===== config.mk =====
export PLATFORM = sky130hd
export DESIGN_NAME = branch_resolve_unit
export DESIGN_NICKNAME = d
export VERILOG_FILES = /design/src/rtl/branch_resolve_unit_pkg.sv /design/src/rtl/branch_resolve_unit_cond_decode.sv /design/src/rtl/branch_resolve_unit.sv
export SDC_FILE = /design/constraint.sdc
export NUM_CORES = 1
export LEC_CHECK = 0
export CAP_MARGIN = 20
export CORE_ASPECT_RATIO = 0.6
export CORE_UTILIZATION = 50
export CTS_BUF_LIST = sky130_fd_sc_hd__clkbuf_4
export DETAILED_ROUTE_END_ITERATION = 12
export DONT_BUFFER_PORTS = 1
export GPL_TIMING_DRIVEN = 0
export PLACE_DENSITY_LB_ADDON = 0.25
export SKIP_CTS_REPAIR_TIMING = 1
export SLEW_MARGIN = 20
export SYNTH_ARGS = -nofsm -noshare
export SYNTH_HDL_FRONTEND = slang
export SYNTH_SLANG_ARGS = --single-unit

===== constraint.sdc =====
create_clock -name clk -period 4.1 [get_ports clk]
set_clock_uncertainty 0.1 [all_clocks]
set_input_delay 0.82 -clock clk [delete_from_list [all_inputs] [get_ports clk]]
set_output_delay 0.82 -clock clk [all_outputs]
set_load 0.1 [all_outputs]

===== src/rtl/branch_resolve_unit_pkg.sv =====
// Shared ID-stage definitions for branch resolution.
// Contents: the resolver state enum, the id_kind encodings, the cmp_sel
// encodings, the funct3 constants and a helper that flags reserved branch funct3.
package branch_resolve_unit_pkg;

  typedef enum logic [1:0] {
    ST_IDLE     = 2'd0,
    ST_WAIT_OPS = 2'd1,
    ST_REDIRECT = 2'd2
  } bru_state_t;

  typedef enum logic [1:0] {
    KIND_NONE   = 2'd0,
    KIND_BRANCH = 2'd1,
    KIND_JAL    = 2'd2,
    KIND_JALR   = 2'd3
  } id_kind_t;

  typedef enum logic [2:0] {
    SEL_EQ  = 3'd0,
    SEL_NE  = 3'd1,
    SEL_LTU = 3'd2,
    SEL_LT  = 3'd3,
    SEL_GTU = 3'd4,
    SEL_GT  = 3'd5
  } cmp_sel_t;

  localparam logic [2:0] F3_BEQ  = 3'b000;
  localparam logic [2:0] F3_BNE  = 3'b001;
  localparam logic [2:0] F3_RSV2 = 3'b010;
  localparam logic [2:0] F3_RSV3 = 3'b011;
  localparam logic [2:0] F3_BLT  = 3'b100;
  localparam logic [2:0] F3_BGE  = 3'b101;
  localparam logic [2:0] F3_BLTU = 3'b110;
  localparam logic [2:0] F3_BGEU = 3'b111;

  function automatic logic f3_reserved(input logic [2:0] f3);
    return (f3 == F3_RSV2) || (f3 == F3_RSV3);
  endfunction

endpackage


===== src/rtl/branch_resolve_unit_cond_decode.sv =====
// branch_cond_decode: combinational funct3 decode for conditional branches.
// Ports:
//   funct3  in  [2:0]  branch funct3 from ID
//   sel     out [2:0]  comparison select (cmp_sel encoding)
//   invert  out        invert the comparison result (BGE/BGEU)
//   illegal out        funct3 is a reserved branch encoding
module branch_cond_decode
  import branch_resolve_unit_pkg::*;
(
  input  logic [2:0] funct3,
  output logic [2:0] sel,
  output logic       invert,
  output logic       illegal
);

  always_comb begin
    sel     = SEL_EQ;
    invert  = 1'b0;
    illegal = f3_reserved(funct3);
    case (funct3)
      F3_BEQ:  sel = SEL_EQ;
      F3_BNE:  sel = SEL_NE;
      F3_BLT:  sel = SEL_LT;
      F3_BGE:  begin sel = SEL_LT;  invert = 1'b1; end
      F3_BLTU: sel = SEL_LTU;
      F3_BGEU: begin sel = SEL_LTU; invert = 1'b1; end
      default: sel = SEL_EQ;
    endcase
  end

endmodule


===== src/rtl/branch_resolve_unit.sv =====
// branch_resolve_unit: resolves branches/JAL/JALR in ID and redirects IF.
// Ports:
//   clk, rst_n                       clock, async active-low reset
//   id_valid, id_kind, id_funct3     control-transfer candidate from ID
//   id_pc, id_imm, rs1_data          target operands
//   operands_ready                   forwarded rs1/rs2 valid this cycle
//   cmp_sel / cmp_flag               select to / result from comparison unit
//   redirect_valid/_pc/_ready        valid/ready redirect handshake to IF
//   id_stall, if_id_flush            pipeline control
//   illegal_branch, misaligned_target one-cycle error pulses
//
// state        | meaning
// ST_IDLE      | no pending transfer; resolves immediately if operands ready
// ST_WAIT_OPS  | candidate held in ID, stalling until operands_ready
// ST_REDIRECT  | redirect_pc presented to IF, waiting for redirect_ready
module branch_resolve_unit
  import branch_resolve_unit_pkg::*;
(
  input  logic        clk,
  input  logic        rst_n,
  input  logic        id_valid,
  input  logic [1:0]  id_kind,
  input  logic [2:0]  id_funct3,
  input  logic [31:0] id_pc,
  input  logic [31:0] id_imm,
  input  logic [31:0] rs1_data,
  input  logic        operands_ready,
  output logic [2:0]  cmp_sel,
  input  logic        cmp_flag,
  output logic        redirect_valid,
  output logic [31:0] redirect_pc,
  input  logic        redirect_ready,
  output logic        id_stall,
  output logic        if_id_flush,
  output logic        illegal_branch,
  output logic        misaligned_target
);

  bru_state_t  state_q, state_d;
  logic [31:0] redirect_pc_q;
  logic        load_pc;
  logic        dec_invert, dec_illegal;
  logic        is_branch, is_ctl, taken;
  logic [31:0] jalr_sum, target;
  logic        stall_c, flush_c, illegal_c, misal_c;

  branch_cond_decode u_cond_decode (
    .funct3  (id_funct3),
    .sel     (cmp_sel),
    .invert  (dec_invert),
    .illegal (dec_illegal)
  );

  assign is_branch = (id_kind == KIND_BRANCH);
  assign is_ctl    = id_valid && (id_kind != KIND_NONE);
  // Reserved branch encodings are never taken.
  assign taken     = is_branch ? (!dec_illegal && (cmp_flag ^ dec_invert)) : 1'b1;
  assign jalr_sum  = rs1_data + id_imm;
  assign target    = (id_kind == KIND_JALR) ? (jalr_sum & 32'hFFFF_FFFE)
                                            : (id_pc + id_imm);

  always_comb begin
    state_d   = state_q;
    load_pc   = 1'b0;
    stall_c   = 1'b0;
    flush_c   = 1'b0;
    illegal_c = 1'b0;
    misal_c   = 1'b0;
    case (state_q)
      ST_IDLE, ST_WAIT_OPS: begin
        // A candidate in WAIT_OPS stays stalled even if id_valid drops.
        if (state_q == ST_WAIT_OPS) stall_c = 1'b1;
        if (is_ctl) begin
          if (!operands_ready) begin
            stall_c = 1'b1;
            state_d = ST_WAIT_OPS;
          end else begin
            stall_c   = 1'b0;
            state_d   = ST_IDLE;
            illegal_c = is_branch && dec_illegal;
            if (taken) begin
              if (target[1:0] != 2'b00) begin
                misal_c = 1'b1;
              end else begin
                load_pc = 1'b1;
                state_d = ST_REDIRECT;
              end
            end
          end
        end
      end
      ST_REDIRECT: begin
        if (redirect_ready) begin
          flush_c = 1'b1;
          state_d = ST_IDLE;
        end else begin
          stall_c = 1'b1;
        end
      end
      default: state_d = ST_IDLE;
    endcase
  end

  always_ff @(posedge clk or negedge rst_n) begin
    if (!rst_n) begin
      state_q       <= ST_IDLE;
      redirect_pc_q <= 32'h0000_0000;
    end else begin
      state_q <= state_d;
      if (load_pc) redirect_pc_q <= target;
    end
  end

  // Combinational outputs are gated so reset silences them without a clock.
  assign redirect_valid    = (state_q == ST_REDIRECT);
  assign redirect_pc       = redirect_pc_q;
  assign id_stall          = rst_n && stall_c;
  assign if_id_flush       = rst_n && flush_c;
  assign illegal_branch    = rst_n && illegal_c;
  assign misaligned_target = rst_n && misal_c;

endmodule


Yosys cells after proc, flatten, opt, wreduce, memory -nomap -nowiden
Index checks and enable logic that the tools add are counted.
- flip-flop bits (word level): 34
- output and inout bits: 40
- add/subtract/negate cells: 2
- equal/unequal tests: 13
- multiplexer cells: 30
- bitwise operators: 1
- reduce and logical (&&, ||, !) cells: 17
- operator list (operator ; count):
    adder 32 bit ; 2
    2-to-1 mux 32 bit ; 1
    2-to-1 mux 1 bit ; 21
    equality test 3 bit (second input constant) ; 4
    2-to-1 mux 2 bit ; 5
    OR reduction 2 bit ; 4
    logical AND 1 bit ; 7
    equality test 3 x 2 -> 1 bit (second input constant) ; 2
    one-hot mux 2 bit (3 select lines) ; 1
    equality test 2 x 1 -> 1 bit (second input constant) ; 2
    equality test 2 bit (second input constant) ; 2
    one-hot mux 2 bit (2 select lines) ; 1
    nonzero test 2 bit ; 2
    equality test 3 x 1 -> 1 bit (second input constant) ; 1
    zero test 2 bit ; 1
    != test 2 x 1 -> 1 bit (second input constant) ; 1
    != test 2 bit (second input constant) ; 1
    one-hot mux 1 bit (2 select lines) ; 1
    AND reduction 2 bit ; 1
    zero test 1 bit ; 1
    logical OR 1 bit ; 1
    bitwise XOR 1 bit ; 1

Depth between registers and ports, before layout
- word-level depth: 11
- mapped depth: 11
- gate-level depth less buffers: 11

Modules after synthesis
A second synthesis with hierarchy kept.
- cell total of the unflattened synthesis: 644
- area, all modules: 4887.2 µm²
- by module, submodules not included (module ; times used ; cells each ; area each (µm²) ; sequential area each (µm²)):
    branch_resolve_unit ; 1 ; 638 ; 4848.4 ; 850.8
    branch_cond_decode ; 1 ; 6 ; 38.8 ; 0.0

Worst setup path before layout
No wires, ideal clock.
- path kind: in2out
- from: input port id_kind[1]
- to: output port illegal_branch
- arrival time: 4375 ps
- data required time: 3180 ps
- setup slack: -1195 ps
- stages on the path: 4
- buffers on the path: 0
- path through: o21a_1 and3b_1 nand2_1 nor4b_1
- cells in the longest elaborated chain, start to end: 6
- elaborated cells on any way between the ends: 8
- ends and longest elaborated chain (element ; line ; text):
    start: declaration ; branch_resolve_unit.sv:22 ; input logic [1:0] id_kind,
    equality test 2 x 1 -> 1 bit ; branch_resolve_unit.sv:54 ; assign is_branch = (id_kind == KIND_BRANCH);
    logical AND 1 bit ; branch_resolve_unit.sv:80 ; illegal_c = is_branch && dec_illegal;
    2-to-1 mux 1 bit ; branch_resolve_unit.sv:74 ; if (!operands_ready) begin
    2-to-1 mux 1 bit * ; branch_resolve_unit.sv:73 ; if (is_ctl) begin
    2-to-1 mux 1 bit * ; branch_resolve_unit.sv:69 ; case (state_q)
    logical AND 1 bit * ; branch_resolve_unit.sv:119 ; assign illegal_branch = rst_n && illegal_c;
    end: declaration ; branch_resolve_unit.sv:35 ; output logic illegal_branch,
Every way passes the cells marked *; elsewhere a longest branch is shown, timed or not.

Final worst setup path
- from: input port id_pc[0]
- to: register redirect_pc_q[31], in the netlist redirect_pc[31]
- cells in the longest elaborated chain, start to end: 8
- ends and longest elaborated chain (element ; line ; text):
    start: declaration ; branch_resolve_unit.sv:24 ; input logic [31:0] id_pc,
    adder 32 bit * ; branch_resolve_unit.sv:60 ; : (id_pc + id_imm);
    2-to-1 mux 32 bit * ; branch_resolve_unit.sv:59 ; assign target = (id_kind == KIND_JALR) ? (jalr_sum & 32'hFFFF_FFFE)
    nonzero test 2 bit ; branch_resolve_unit.sv:82 ; if (target[1:0] != 2'b00) begin
    2-to-1 mux 1 bit ; branch_resolve_unit.sv:82 ;
    2-to-1 mux 1 bit ; branch_resolve_unit.sv:81 ; if (taken) begin
    2-to-1 mux 1 bit ; branch_resolve_unit.sv:74 ;
    2-to-1 mux 1 bit ; branch_resolve_unit.sv:73 ;
    2-to-1 mux 1 bit ; branch_resolve_unit.sv:69 ;
    end signal: assignment ; branch_resolve_unit.sv:110 ; if (load_pc) redirect_pc_q <= target;
    end: declaration ; branch_resolve_unit.sv:40 ; logic [31:0] redirect_pc_q;
Marks and branches as above.
A chain may end at the register's enable or synchronous reset.

==> flow_summary.toml <==
[routing]
vias = 4776
wl_per_cell_um = 20.3
drt_first_pass_iters = 5
postRouteAntennaNets = 0
via_per_inst = 6.44
drcViolationCount = 0
routed_wl_um = 15000
dr.first_iter.drc_count = 396

[synth]
synth.net_count = 775
syn_area_um2 = 4750
synth_cells = 605
synth_edf_count = 0
async_reset_ff_share_pct = 100
yosysSeqAreaShare_pct = 17.9
yosys_register_bits = 34
synth.avg_cell_area_um2 = 7.86
synth_ff_type = "dfrtp_1"
synth_warnings = 0
synth_cell_types = 69

[place]
place.gp.congestion = 0.905
pre_cts_ws_ns = 0.163
hpwl_um = 12500
port_buffers = 0

[sta]
tns_ns = 0
final_max_slew_viol_count = 0
rsz0062_at_grt = "no"
setup_ws_ns = 0.468
fin_crit_ns = 3.63
finalSetupViolCount = 0
worstMarginPinSlew_ns = 1.16
slew_headroom_pct = 23.3
hold_violations = 0
max_clock_freq_mhz = 275
finalCritPeriodShare_pct = 88.6

[grt]
antenna_found_initial = 0
grt_use_met2_pct = 39.3
grt_overflow_total = 0
grt_use_total_pct = 29.9
busiest_layer = "met1"
grt_pass1_vias = 4357
gr-usage-met1_pct = 46.1
grt_util_met3_pct = 10.1
grt_start_max_net_pins = 38
grt_pass1_wl_um = 23100

[critical_path]
r2r_start = "state_q[1]"
critPathMaxFanout = 9
crit_arrival_ns = 3.80
crit_type = "input pin to flop"
required_ns = 4.27
cp-end-kind = "flop"
worst_r2r_endpoint = "redirect_pc[31]"
r2r_setup_slack_ns = 1.61
reg2reg_depth = 7
critPathLaunchType = "input pin"

[clock_tree]
cts-buffers-inserted = 5
htreeDepth = 2
cts_sinks = 34
clock_latency_ns = 0.33
cts-root-buf = "clkbuf_4"
cts_tree = "yes"
clk_pin_slew_worst_paths_ns = 0.10
clock_path_buffers = 2

[layout]
final_nets = 783
num_antenna_cells = 0
n_fill_cell = 913
drive_above_1_share_pct = 6.54
syn_to_final_growth_pct = 5.21

[die]
num_rows = 27
start_util_pct = 51.7
die_width_um = 128
die-area_um2 = 9910
io_pins = 147
die_height_um = 77.5
core_area_um2 = 9190

[power_and_ir_drop]
p_leak_nw = 2.28
p_total_mw = 2.57
powerDensity_nw_per_um2 = 515
vdd_drop_max_mv = 0.253

[min_path]
hp-class = "input pin to asynchronous set/reset pin"

[status]
outcome = "finished, final reports clean"

[job]
maxCapViolations = 0
-- cell usage in the layout, fill, tap and decap left out, drive strengths merged, types with 18 or more instances in the layout --
| cell | synthesis | layout |
|---|---|---|
| dfrtp | 34 | 34 |
| clkbuf | 13 | 18 |
| a21o | 38 | 38 |
| nand2 | 71 | 71 |
| a21oi | 61 | 61 |
| nor2 | 47 | 47 |
| ha | 61 | 61 |
| xnor2 | 27 | 27 |
| o21ai | 56 | 56 |
| xor2 | 25 | 25 |
-- worst max path at each step --
stage,startpoint,to,slack [ns],depth (start not counted)
CTS,id_pc[0],redirect_pc[31],0.51,10
floorplan,id_kind[1],illegal_branch,0.18,4
finish,id_pc[0],redirect_pc[31],0.47,10
detailed placement,id_pc[0],redirect_pc[31],0.16,10
global route,id_pc[0],redirect_pc[31],0.20,10
global placement,id_kind[1],illegal_branch,0.13,4
-- metal layers --
metal  wire length (um)  vias up
li1                   -     2282
met1               7440     2226
met2               5650      258
met3               1830       10
met4                106        0
met5                  0        -
-- Yosys cell counts, types with 2 or more instances --
library cell	number	area, um^2
and2_1	6	37.5
xor2_1	25	219
and3_1	8	50.1
xnor2_1	27	236
a211o_1	5	43.8
inv_1	11	41.3
dfrtp_1	34	851
nand4_1	10	62.6
buf_2	3	15.0
clkbuf_1	13	48.8
nor2_1	46	173
o21a_1	3	22.5
nand3_1	10	50.1
mux2i_1	2	20.0
a211oi_1	11	82.6
nor3_1	11	55.1
a31oi_1	7	43.8
nand2_1	71	267
buf_4	2	15.0
a221oi_1	2	17.5
o31ai_2	2	25.0
o31a_1	3	26.3
a221oi_2	6	90.1
nor3b_1	6	45.0
a21oi_1	58	290
a22oi_1	3	22.5
ha_1	61	763
o21ai_1	11	55.1
fa_1	2	40.0
a21oi_2	3	26.3
o22ai_1	3	18.8
a21o_1	37	278
o221ai_1	2	17.5
a221o_1	2	20.0
o21ai_0	44	220
o311ai_1	3	26.3
o211ai_1	5	37.5
o21bai_1	5	37.5
nand2b_1	8	50.1
o31ai_1	5	37.5
-- layout make-up --
type                    count  area, um^2  share of cell area, %
clock buffers               5        37.5                  0.751
clock inverters             1        3.75                 0.0751
repair buffers              1        15.0                  0.300
inverters                  11        41.3                  0.826
well taps                 130         163                   3.25
multi-input cells         541        3800                   76.0
plain buffers              19        90.1                   1.80
flip-flops and latches     34         851                   17.0
-- registers in the layout, indices dropped and copies added, names as in the netlist --
register	cells
redirect_pc	32
state_q	2
-- critical path, cell delays in order --
cell and delay (ns):
ha_1 0.22, fa_1 0.43, or3_1 0.37, o21ai_1 0.22, nand3b_2 0.31, nor2_1 0.45
nand3_1 0.28, a311oi_1 0.51, a211oi_1 0.10, o21ai_1 0.09
-- kinds of logic after synthesis --
kind of cell,after synthesis,share of synthesized area (%)
xor+xnor,52,9.58
other cells,1,0.0789
mux,2,0.421
flops,34,17.9
simple gates,187,18.5
compound gates,236,33.8
buf+inv,30,2.76
fa+ha+maj,63,16.9
-- metrics by stage --
stage	std cells	util, %	hold WS (ns)	cell area, um^2
floorplan	605	-	0.333	4760
global placement	735	53.6	0.352	4930
detailed placement	736	54.0	0.360	4960
CTS	742	54.4	0.0620	5000
global route	742	54.4	0.0419	5000
finish	742	54.4	0.0669	5000
-- report_power, final --
group	internal (mW)	switching (mW)
logic	0.329	0.489
registers	0.448	1.14
clock network	0.0585	0.105
No activity file was read; power rests on OpenSTA's default activity.
==> edit 1, RTL diff (same flow settings) <==
Re-encode `bru_state_t` (3 states) as one-hot, 3 bits wide.
--- a/src/rtl/branch_resolve_unit_pkg.sv
+++ b/src/rtl/branch_resolve_unit_pkg.sv
@@ -3,10 +3,10 @@
 // encodings, the funct3 constants and a helper that flags reserved branch funct3.
 package branch_resolve_unit_pkg;
 
-  typedef enum logic [1:0] {
-    ST_IDLE     = 2'd0,
-    ST_WAIT_OPS = 2'd1,
-    ST_REDIRECT = 2'd2
+  typedef enum logic [2:0] {
+    ST_IDLE     = 3'b001,
+    ST_WAIT_OPS = 3'b010,
+    ST_REDIRECT = 3'b100
   } bru_state_t;
 
   typedef enum logic [1:0] {
Behaviour: no difference found for any inputs over 10 cycles, from zero or initial values and one cycle with rst_n low; not proved beyond that.
==> edit 1 against the unedited design <==
- power rose by 9.6%
- routed wire length rose by 2.8%
- clock power rose by 98%
- critical endpoint is now redirect_pc[28]
- largest cell class unchanged
- count of clock-buffer cells in the layout did not move
- worst setup slack got worse by 0.20 ns
- final area rose by 5.8%
- sequential cell count rose by 1
- synthesized area rose by 4.1%
- highest routed layer unchanged
==> edit 1: results (changes against the unedited design) <==
area share of buffers outside the clock network=2.74% (+0.64 points); wire length of the first global-routing pass=23500 um (+1.5%); count of vias placed by the detailed router=5147 (+7.8%); drt initial violations=543 (+37%); die area=10300 um^2 (+4.0%); Setup Slack @ Placement=-0.0112 ns (-0.174 ns); worst path arrival time=3.98 ns (+0.18 ns); clock buffer and inverter area fraction after layout=1.99% (+1.2 points); total track usage=29.6% (-0.30 points); Seq cells post-synth=35 (+2.9%); cell count after placement=794 (+7.9%); Met2 Routed Length=6070 um (+7.4%); length of routed wiring on met1=7470 um (+0.32%); worst-case headroom to the max-slew limit=23.7% (+0.41 points); Routed Wire Length=15500 um (+2.8%); Synth top cells by count=84 x a21oi_1, 72 x nand2_1, 70 x nor2_1; routability-driven placement congestion ratio=0.953 (+5.3%); total of fill cells in the finished design=908 (-0.55%); parity-gate share of the synthesized area counting xor and xnor cells=9.38% (-0.20 points); Synth Area in Compound Gates=32.5% (-1.4 points); global-route met3 utilization=7.08% (-3.0 points); placed wire-length estimate=12900 um (+3.6%); sequential share of cell area=16.6% (-0.44 points); layout cells sized above 1=4.76% (-1.8 points); result of the run=finished clean; non-clock buffer count in the final layout=28 (+40%)
[edit 1: worst max-delay path, stage by stage]
cell       delay, ns
ha_1            0.22
fa_1            0.43
a21o_1          0.23
a221oi_2        0.47
a2111oi_1       0.23
o22a_1          0.31
a31oi_1         0.40
o21ai_1         0.18
a31oi_1         0.33
mux2i_1         0.26
o211ai_2        0.10
[edit 1: worst paths after layout]
path,start,to,slack [ns],depth (start not counted)
hold / removal,rst_n,redirect_pc[31],0.04,0
hold reg to reg,state_q[2],state_q[1],0.65,2
min in group clk,redirect_ready,state_q[2],0.44,1
max in group asynchronous,rst_n,state_q[0],3.69,0
setup / recovery,id_pc[0],redirect_pc[28],0.26,11
setup reg to reg,state_q[1],redirect_pc[27],1.78,8
[edit 1: power by group through the flow]
stage	Clock, uW	Combinational [uW]	Sequential (uW)
global route	335	985	1620
detailed placement	0	872	1610
finish	322	895	1600
global placement	0	845	1610
CTS	321	877	1600
floorplan	0	685	1560
==> edit 2, RTL diff (same flow settings) <==
Made on the original files. Make the reset (`rst_n`) synchronous in one clocked block. Comments in the files are not updated.
--- a/src/rtl/branch_resolve_unit.sv
+++ b/src/rtl/branch_resolve_unit.sv
@@ -101,7 +101,7 @@
     endcase
   end
 
-  always_ff @(posedge clk or negedge rst_n) begin
+  always_ff @(posedge clk) begin
     if (!rst_n) begin
       state_q       <= ST_IDLE;
       redirect_pc_q <= 32'h0000_0000;
Behaviour: differs if rst_n is asserted again (counterexample within 4 cycles, from zero or initial values and one cycle with rst_n low); with rst_n held inactive, the same outputs for 10 cycles.
==> edit 2 against the unedited design <==
- the run now ends with design-rule violations left
- worst setup slack better by 0.046 ns
- routed wire length increased by 3.6%
- power fell by 49%
- sequential share of layout area fell by 2.8 points
- via count up 1.7%
- final area shrank 4.0%
- synthesized area shrank 4.7%
- sequential cell count is the same
==> edit 2: results (changes against the unedited design) <==
result of the run=complete, but fails checks; violations in the final reports=design-rule violations; H-tree depth=2 (unchanged); first-pass detailed-route iteration total=10 (+5); number of global-route vias before repair=4279 (-1.8%); total power of the final layout=1310 uW (-49%); wire length of the first global-routing pass=23200 um (+0.24%); via count normalized by instance count=6.70 (+4.1%); worst slew pin tran=1.15 ns (-0.00198 ns); Routed Wire Length=15600 um (+3.6%); Yosys warning total=0 (unchanged); routability-driven placement congestion ratio=0.960 (+6.1%); CTS Buf Count=5 (unchanged); distinct cell type count of the synthesized netlist=61 (-12%); clock latency on the worst-skew pair=0.33 ns (about the same); worst path arrival time=2.67 ns (-1.13 ns); placed wire-length estimate=12800 um (+2.5%); maximum VDD drop=0.000107 V (-58%); count of unresolved DRC violations after routing=24 (+24); Synth top cells by count=70 x a21oi_1, 61 x ha_1, 53 x nand2_1; leakage dissipation=0.00200 uW (-12%); critical path fanouts, max=3 (-6); min-delay worst type=reg2reg; cell with the biggest individual delay on the critical path=nor3b_4; cell count of the worst reg-to-reg path=6 (-1); post-synthesis net count=772 (-0.39%); Worst Hold Slack=0.452 ns (+0.385 ns); layout cells sized above 1=3.92% (-2.6 points); launch instance of the worst register-to-register path=state_q[1]; post-synthesis sequential area ratio=15.0% (-2.9 points); Total Nets Final=782 (-0.13%); switching power share of the total=49.4% (-18 points); post-synthesis async set-or-reset flop share=0% (-100 points); pin count of the biggest net entering global routing=11 (-71%); top flip-flop cell by instance count after synthesis=dfxtp_1; Logic pwr share=50.7% (+19 points); sequential share of power=34.9% (-27 points); total track usage=32.1% (+2.1 points); reg-to-reg setup timing slack=1.63 ns (+0.02 ns); drt initial violations=548 (+38%); maximum cell stage delay along the critical path=0.88 ns (+0.37 ns)
## edit 2: cells by family (layout without fill, tap and decap cells)
kind of cell	count (synthesis)	after routing	share of synthesized area (%)
other	1	1	0.0828
adders and majority gates	63	63	17.7
xor gates and xnor gates	58	58	11.2
AOI/OAI and AO/OA	229	229	32.7
DFF	34	34	15.0
and+or+nand+nor	186	186	20.4
muxes	1	1	0.221
buffers and inverters	30	41	2.60
## edit 2: stage by stage
step           area, um^2  cells
6_report             4800    725
5_1_grt              4800    725
4_1_cts              4800    725
3_5_place_dp         4750    717
3_3_place_gp         4680    714
2_1_floorplan        4540    602
## edit 2: worst max path at each step
stage	from	to	slack (ns)	cells after the start
final	id_pc[0]	misaligned_target	0.51	5
after global routing	id_imm[4]	redirect_pc[30]	0.36	10
after CTS	id_pc[0]	misaligned_target	0.50	5
after detailed placement	id_imm[4]	redirect_pc[30]	0.28	10
after global placement	id_pc[0]	misaligned_target	0.13	5
after floorplan	id_valid	illegal_branch	0.20	3
## edit 2: per-layer routing
metal | part of all wire, % | vias to the layer above | track usage [%]
li1 | - | 2305 | -
met1 | 48 | 2278 | 48.4
met2 | 38 | 267 | 44.4
met3 | 13 | 9 | 10.4
met4 | 0.42 | 0 | 3.93
met5 | 0 | - | 0
## edit 2: worst min-delay path, stage by stage (launching register included)
cell and delay, ns:
dfxtp_1 0.33, nor2_1 0.09, a2111oi_0 0.08
## edit 2: final cells by class
cell class | count | area [um^2]
fill | 833 | 3850
multi-input combinational | 538 | 3760
sequential | 34 | 681
tap | 112 | 140
buffer | 20 | 80.1
timing repair buffer | 3 | 46.3
clock buffer | 6 | 45.0
inverter | 10 | 37.5
clock inverter | 2 | 8.76
